--- src/rtl/seq_divider.sv ---
// seq_divider
//   Multi-cycle N-bit integer divider (restoring, one quotient bit per clock)
//   producing quotient and remainder for signed or unsigned operands. Acts as
//   the ALU divide/modulo unit; modulo results are taken from R.
//
// Ports
//   clk          rising-edge clock
//   rst_n        asynchronous active-low reset
//   start        request, sampled only while idle
//   signed_mode  1 = two's-complement operands, sampled with start
//   A            dividend, sampled with start
//   B            divisor, sampled with start
//   busy         high while calculating and during the done cycle
//   done         one-cycle pulse, Q/R/div_by_zero valid
//   Q            quotient, held until the next done
//   R            remainder, held until the next done
//   div_by_zero  set with done when B was zero, held with Q/R
module seq_divider #(
  parameter int N = 4
) (
  input  logic         clk,
  input  logic         rst_n,
  input  logic         start,
  input  logic         signed_mode,
  input  logic [N-1:0] A,
  input  logic [N-1:0] B,
  output logic         busy,
  output logic         done,
  output logic [N-1:0] Q,
  output logic [N-1:0] R,
  output logic         div_by_zero
);

  localparam int CW = $clog2(N);

  typedef enum logic [1:0] {
    S_IDLE,
    S_CALC,
    S_DONE
  } state_t;

  state_t state, next_state;

  logic [CW-1:0] count;
  logic [N-1:0]  rem;
  logic [N-1:0]  dvd;
  logic [N-1:0]  dsr;
  logic          neg_q;
  logic          neg_r;

  logic [N-1:0]  mag_a;
  logic [N-1:0]  mag_b;
  logic [N:0]    shifted;
  logic [N:0]    trial;
  logic          qbit;
  logic [N-1:0]  rem_next;
  logic [N-1:0]  quo_next;
  logic [N-1:0]  q_final;
  logic [N-1:0]  r_final;

  // Operand magnitudes; negating -2^(N-1) gives 2^(N-1), which is still
  // correct when read as an N-bit unsigned value.
  always_comb begin
    mag_a = (signed_mode && A[N-1]) ? -A : A;
    mag_b = (signed_mode && B[N-1]) ? -B : B;
  end

  // One restoring step. The extra top bit of the trial subtraction is the
  // borrow: clear means the divisor fit and the quotient bit is 1.
  always_comb begin
    shifted  = {rem, dvd[N-1]};
    trial    = shifted - {1'b0, dsr};
    qbit     = ~trial[N];
    rem_next = qbit ? trial[N-1:0] : shifted[N-1:0];
    quo_next = {dvd[N-2:0], qbit};
    q_final  = neg_q ? -quo_next : quo_next;
    r_final  = neg_r ? -rem_next : rem_next;
  end

  always_ff @(posedge clk or negedge rst_n) begin
    if (!rst_n) state <= S_IDLE;
    else        state <= next_state;
  end

  always_comb begin
    next_state = state;
    busy       = 1'b0;
    done       = 1'b0;
    case (state)
      S_IDLE: begin
        if (start) next_state = (B == '0) ? S_DONE : S_CALC;
      end
      S_CALC: begin
        busy = 1'b1;
        if (count == '0) next_state = S_DONE;
      end
      S_DONE: begin
        busy       = 1'b1;
        done       = 1'b1;
        next_state = S_IDLE;
      end
      default: next_state = S_IDLE;
    endcase
  end

  // The dividend register doubles as the quotient accumulator: each step
  // shifts out a dividend bit at the top and shifts in a quotient bit below.
  // Results are written on the edge that enters the done state.
  always_ff @(posedge clk or negedge rst_n) begin
    if (!rst_n) begin
      count       <= '0;
      rem         <= '0;
      dvd         <= '0;
      dsr         <= '0;
      neg_q       <= 1'b0;
      neg_r       <= 1'b0;
      Q           <= '0;
      R           <= '0;
      div_by_zero <= 1'b0;
    end else begin
      case (state)
        S_IDLE: begin
          if (start) begin
            count <= CW'(N - 1);
            rem   <= '0;
            dvd   <= mag_a;
            dsr   <= mag_b;
            neg_q <= signed_mode && (A[N-1] ^ B[N-1]);
            neg_r <= signed_mode && A[N-1];
            if (B == '0) begin
              Q           <= '1;
              R           <= A;
              div_by_zero <= 1'b1;
            end
          end
        end
        S_CALC: begin
          rem   <= rem_next;
          dvd   <= quo_next;
          count <= count - CW'(1);
          if (count == '0) begin
            Q           <= q_final;
            R           <= r_final;
            div_by_zero <= 1'b0;
          end
        end
        default: begin
        end
      endcase
    end
  end

endmodule

--- config.mk ---
export PLATFORM = sky130hd
export DESIGN_NAME = seq_divider
export DESIGN_NICKNAME = d
export VERILOG_FILES = /design/src/rtl/seq_divider.sv
export SDC_FILE = /design/constraint.sdc
export NUM_CORES = 1
export LEC_CHECK = 0
export ABC_AREA = 1
export BUFFER_PORTS_ARGS = -buffer_cell sky130_fd_sc_hd__buf_2
export CAP_MARGIN = 15
export CORE_MARGIN = 2
export CORE_UTILIZATION = 45
export CTS_CLUSTER_SIZE = 16
export DETAILED_ROUTE_END_ITERATION = 10
export SYNTH_ARGS = -nofsm -noshare
export SYNTH_HDL_FRONTEND = slang
export SYNTH_SLANG_ARGS = --single-unit
--- constraint.sdc ---
create_clock -name clk -period 4 [get_ports clk]
set_input_delay 0.6 -clock clk [delete_from_list [all_inputs] [get_ports clk]]
set_output_delay 0.6 -clock clk [all_outputs]
set_load 0.02 [all_outputs]
==> qor.txt <==
=================================================================================
Max Clk Rate .......................................................      447 MHz
Number of synthesized flops with an enable pin .....................            0
Launch instance of the worst register-to-register path ............. dvd[3]$_DFFE_PN0P_
CP startpoint kind .................................................     register
Hold slack .........................................................     0.331 ns
Yosys top cell area share ..........................................        38.6%
Post-synthesis area per instance ...................................   8.30 sq um
Yosys warns ........................................................            0
Initial antenna violation count ....................................            0
Area taken by flip-flops and latches ...............................    676 sq um
Classification of the worst setup path .............................   reg -> reg
Number of top-level pins ...........................................           23
Final HPWL DP ...................................................... 3120 microns
First DRT Iteration DRCs ...........................................           44
Leakage power ......................................................     0.990 nW
Capturing point of the worst reg2reg path .......................... R[2]$_DFFE_PN0P_
Post-route minimum period ..........................................      2.24 ns
Synth Cell Area ....................................................   1750 sq um
Chain of cells forming the critical path ........................... inv_1 -> ha_1 -> fa_1 -> inv_1 -> nand2_1 -> nand2_2 -> nand3_4 -> nand2_4 -> nand2_4 -> nand2_4 -> nand2_2 -> nand2_2 -> o21ai_1 -> o21ai_1 -> nand2_1
Fill cell count ....................................................          384
Synthesis-stage register bit count .................................           27
Data arrival time at the worst-slack endpoint ......................      2.39 ns
Max-slew headroom ..................................................        59.6%
Count of buffers from port buffering ...............................           22
Slowest cell delay on critical path ................................      0.41 ns
Pin count of the biggest net entering global routing ...............           28
Total nets after synthesis .........................................          235
Core area ..........................................................   3690 sq um
Worst-case clock buffer depth ......................................            2
Total negative setup slack .........................................         0 ns
Max-cap viol count .................................................            0
Result of the run .................................................. finished, final reports clean
Most repeated cell in the gate-level netlist after synthesis .......        inv_1
Final hold violation count .........................................            0
Average via count per standard cell ................................         5.16
RSZ-0062 raised after global routing ...............................           no
Min-delay worst type ...............................................  in -> async
Routed wirelength normalized by instance count ..................... 13.7 microns
Antenna Violating Nets Remaining ...................................            0
Leading post-synthesis cells by instance count ..................... inv_1, nand2_1, dfrtp_1
Final #Nets ........................................................          260
Sequential cell area fraction in the yosys report ..................        38.6%
H-tree depth .......................................................            1
Die height ......................................................... 66.4 microns
Die Width .......................................................... 66.4 microns
Tightest Pin Transition ............................................     0.605 ns
Nature of the critical path endpoint ...............................     register
Total global routing overflow ......................................            0
Register clock-pin slew on the reported worst setup and hold paths .      0.09 ns
Initial core utilization ...........................................        47.5%
Async set or reset register ratio after synthesis ..................         100%
Vias in the first global route .....................................        1,443
Syn-to-layout area delta ...........................................        11.7%
Number of endpoints failing setup at the final stage ...............            0
Final worst path period share ......................................        55.9%
Diode count ........................................................            0
GRT Total Usage ....................................................        19.9%
Standard cell with the maximum stage delay on the critical path ....         fa_1
Post-cts hold buffer count .........................................            0
Distinct cells, synth ..............................................           30
Cell count after synthesis .........................................          211
Flip-flop cell with the highest count after synthesis ..............      dfrtp_1
Resized Gates After CTS ............................................            0
Yosys top cell by area .............................................      dfrtp_1
Post-CTS Setup Repair Bufs .........................................            0
Total Wirelength ................................................... 3890 microns
Total power draw ...................................................    0.00188 W
Top cells by area, synth ........................................... dfrtp_1, ha_1, inv_1, nand2_1, o21ai_0
CTS tree ...........................................................         done
Critical Path RT ...................................................      4.16 ns
Routability cong. ..................................................        0.809
CTS root buf .......................................................     clkbuf_8
First-pass GRT wire length ......................................... 6670 microns
Count of TritonRoute iterations in the first routing pass ..........            6
Floorplan die area .................................................   4400 sq um
Reg-to-reg setup timing slack ......................................      1.76 ns
Total via count in the routed design ...............................        1,461
Largest clock skew in the final design .............................   0.00533 ns
Share of cells above drive strength 1 ..............................        21.7%
Site row count .....................................................           22
Clk Latency, worst-skew pair .......................................      0.27 ns
Max-slew violation count ...........................................            0
Combined area of the multi-input logic cells .......................    932 sq um
Maximum fanout count along the critical path .......................            4
Maximum resistive drop on vdd ......................................     0.328 mV
Worst reg-to-reg path cell count ...................................           15
Clock buffers created by TritonCTS .................................            3
Power per cell area ................................................  962 nW/um^2
DRC errors left ....................................................            0
TritonCTS Sinks ....................................................           27
=================================================================================
[metrics by stage]
| step | setup slack (ns) | std cells | utilization (%) | instance area (sq um) |
|---|---|---|---|---|
| 2_1_floorplan | 2.06 | 211 | - | 1750 |
| 3_3_place_gp | 1.81 | 279 | 51.8 | 1910 |
| 3_5_place_dp | 1.77 | 279 | 51.8 | 1910 |
| 4_1_cts | 1.75 | 283 | 53.0 | 1960 |
| 5_1_grt | 1.61 | 283 | 53.0 | 1960 |
| 6_report | 1.76 | 283 | 53.0 | 1960 |
[state kept, by name, summed over array words and instances, names as in the netlist, 2 cells and up]
name and cells:
dsr 4, count 2, rem 4, state 2, Q 4, R 4
dvd 4
[where the power goes]
| part | switching, W | internal, W |
|---|---|---|
| registers | 0.0000772 | 0.000397 |
| clock network | 0.0000795 | 0.0000696 |
| logic | 0.000825 | 0.000434 |
| total | 0.000981 | 0.000901 |
[worst max-delay path, delay by kind of cell (launching register included)]
kind                     cells  cell delay [ns]
flip-flops                   1             0.33
buffers and inverters        2             0.17
AO/OA/AOI/OAI                2             0.23
adder cells (fa/ha/maj)      2             0.65
AND/OR/NAND/NOR              9             0.73
[placed cells by master, fill, tap and decap left out]
cell type	instances
a311oi_1	1
nand3_4	2
inv_2	2
xor2_1	4
inv_1	32
fa_1	1
nand3_1	10
clkinv_2	1
a21oi_1	12
nand2_4	5
o21ai_0	19
xnor2_1	1
a31oi_1	3
nand3b_1	1
o21ai_1	5
o211ai_1	1
a21oi_2	2
a22oi_1	2
clkbuf_8	3
buf_2	22
or2_1	1
dfrtp_1	27
a21boi_0	1
nor2_1	15
nor3_1	2
nand2_2	7
o22ai_1	5
nand3_2	7
nand2_1	29
clkinv_1	1
ha_1	11
[final cells by class]
class                   count  area share, %
multi-input cells         147           47.7
clock inverters             1          0.256
clock buffers               3           2.11
flip-flops and latches     27           34.5
repair buffers             22           5.63
well taps                  48           3.07
inverters                  35           6.72
[cell families (layout without fill, tap and decap cells)]
logic type	count (synthesis)	count (layout)	share of synthesized area, %
AO/OA/AOI/OAI	51	51	16.4
buffers and inverters	37	61	8.15
flip-flops	27	27	38.6
adder cells (fa/ha/maj)	12	12	9.01
AND/OR/NAND/NOR	79	79	25.4
XOR/XNOR	5	5	2.50
[metal layers]
| layer | track usage [%] | vias up | wire length (microns) |
|---|---|---|---|
| li1 | - | 756 | - |
| met1 | 28.8 | 679 | 1970 |
| met2 | 31.6 | 20 | 1750 |
| met3 | 2.21 | 6 | 103 |
| met4 | 5.36 | 0 | 57 |
| met5 | 0 | - | 0 |
[how the worst max path moves through the flow]
stage / slack, ns / cells past startpoint / startpoint / end
CTS: 1.75 / 15 / dvd[3]$_DFFE_PN0P_ / R[2]$_DFFE_PN0P_
global route: 1.61 / 15 / dvd[3]$_DFFE_PN0P_ / R[2]$_DFFE_PN0P_
floorplan: 2.06 / 10 / dvd[3]$_DFFE_PN0P_ / Q[1]$_DFFE_PN0P_
global placement: 1.81 / 15 / dvd[3]$_DFFE_PN0P_ / R[2]$_DFFE_PN0P_
detailed placement: 1.77 / 15 / dvd[3]$_DFFE_PN0P_ / R[2]$_DFFE_PN0P_
finish: 1.76 / 15 / dvd[3]$_DFFE_PN0P_ / R[2]$_DFFE_PN0P_
(Power assumes the default switching activity.)
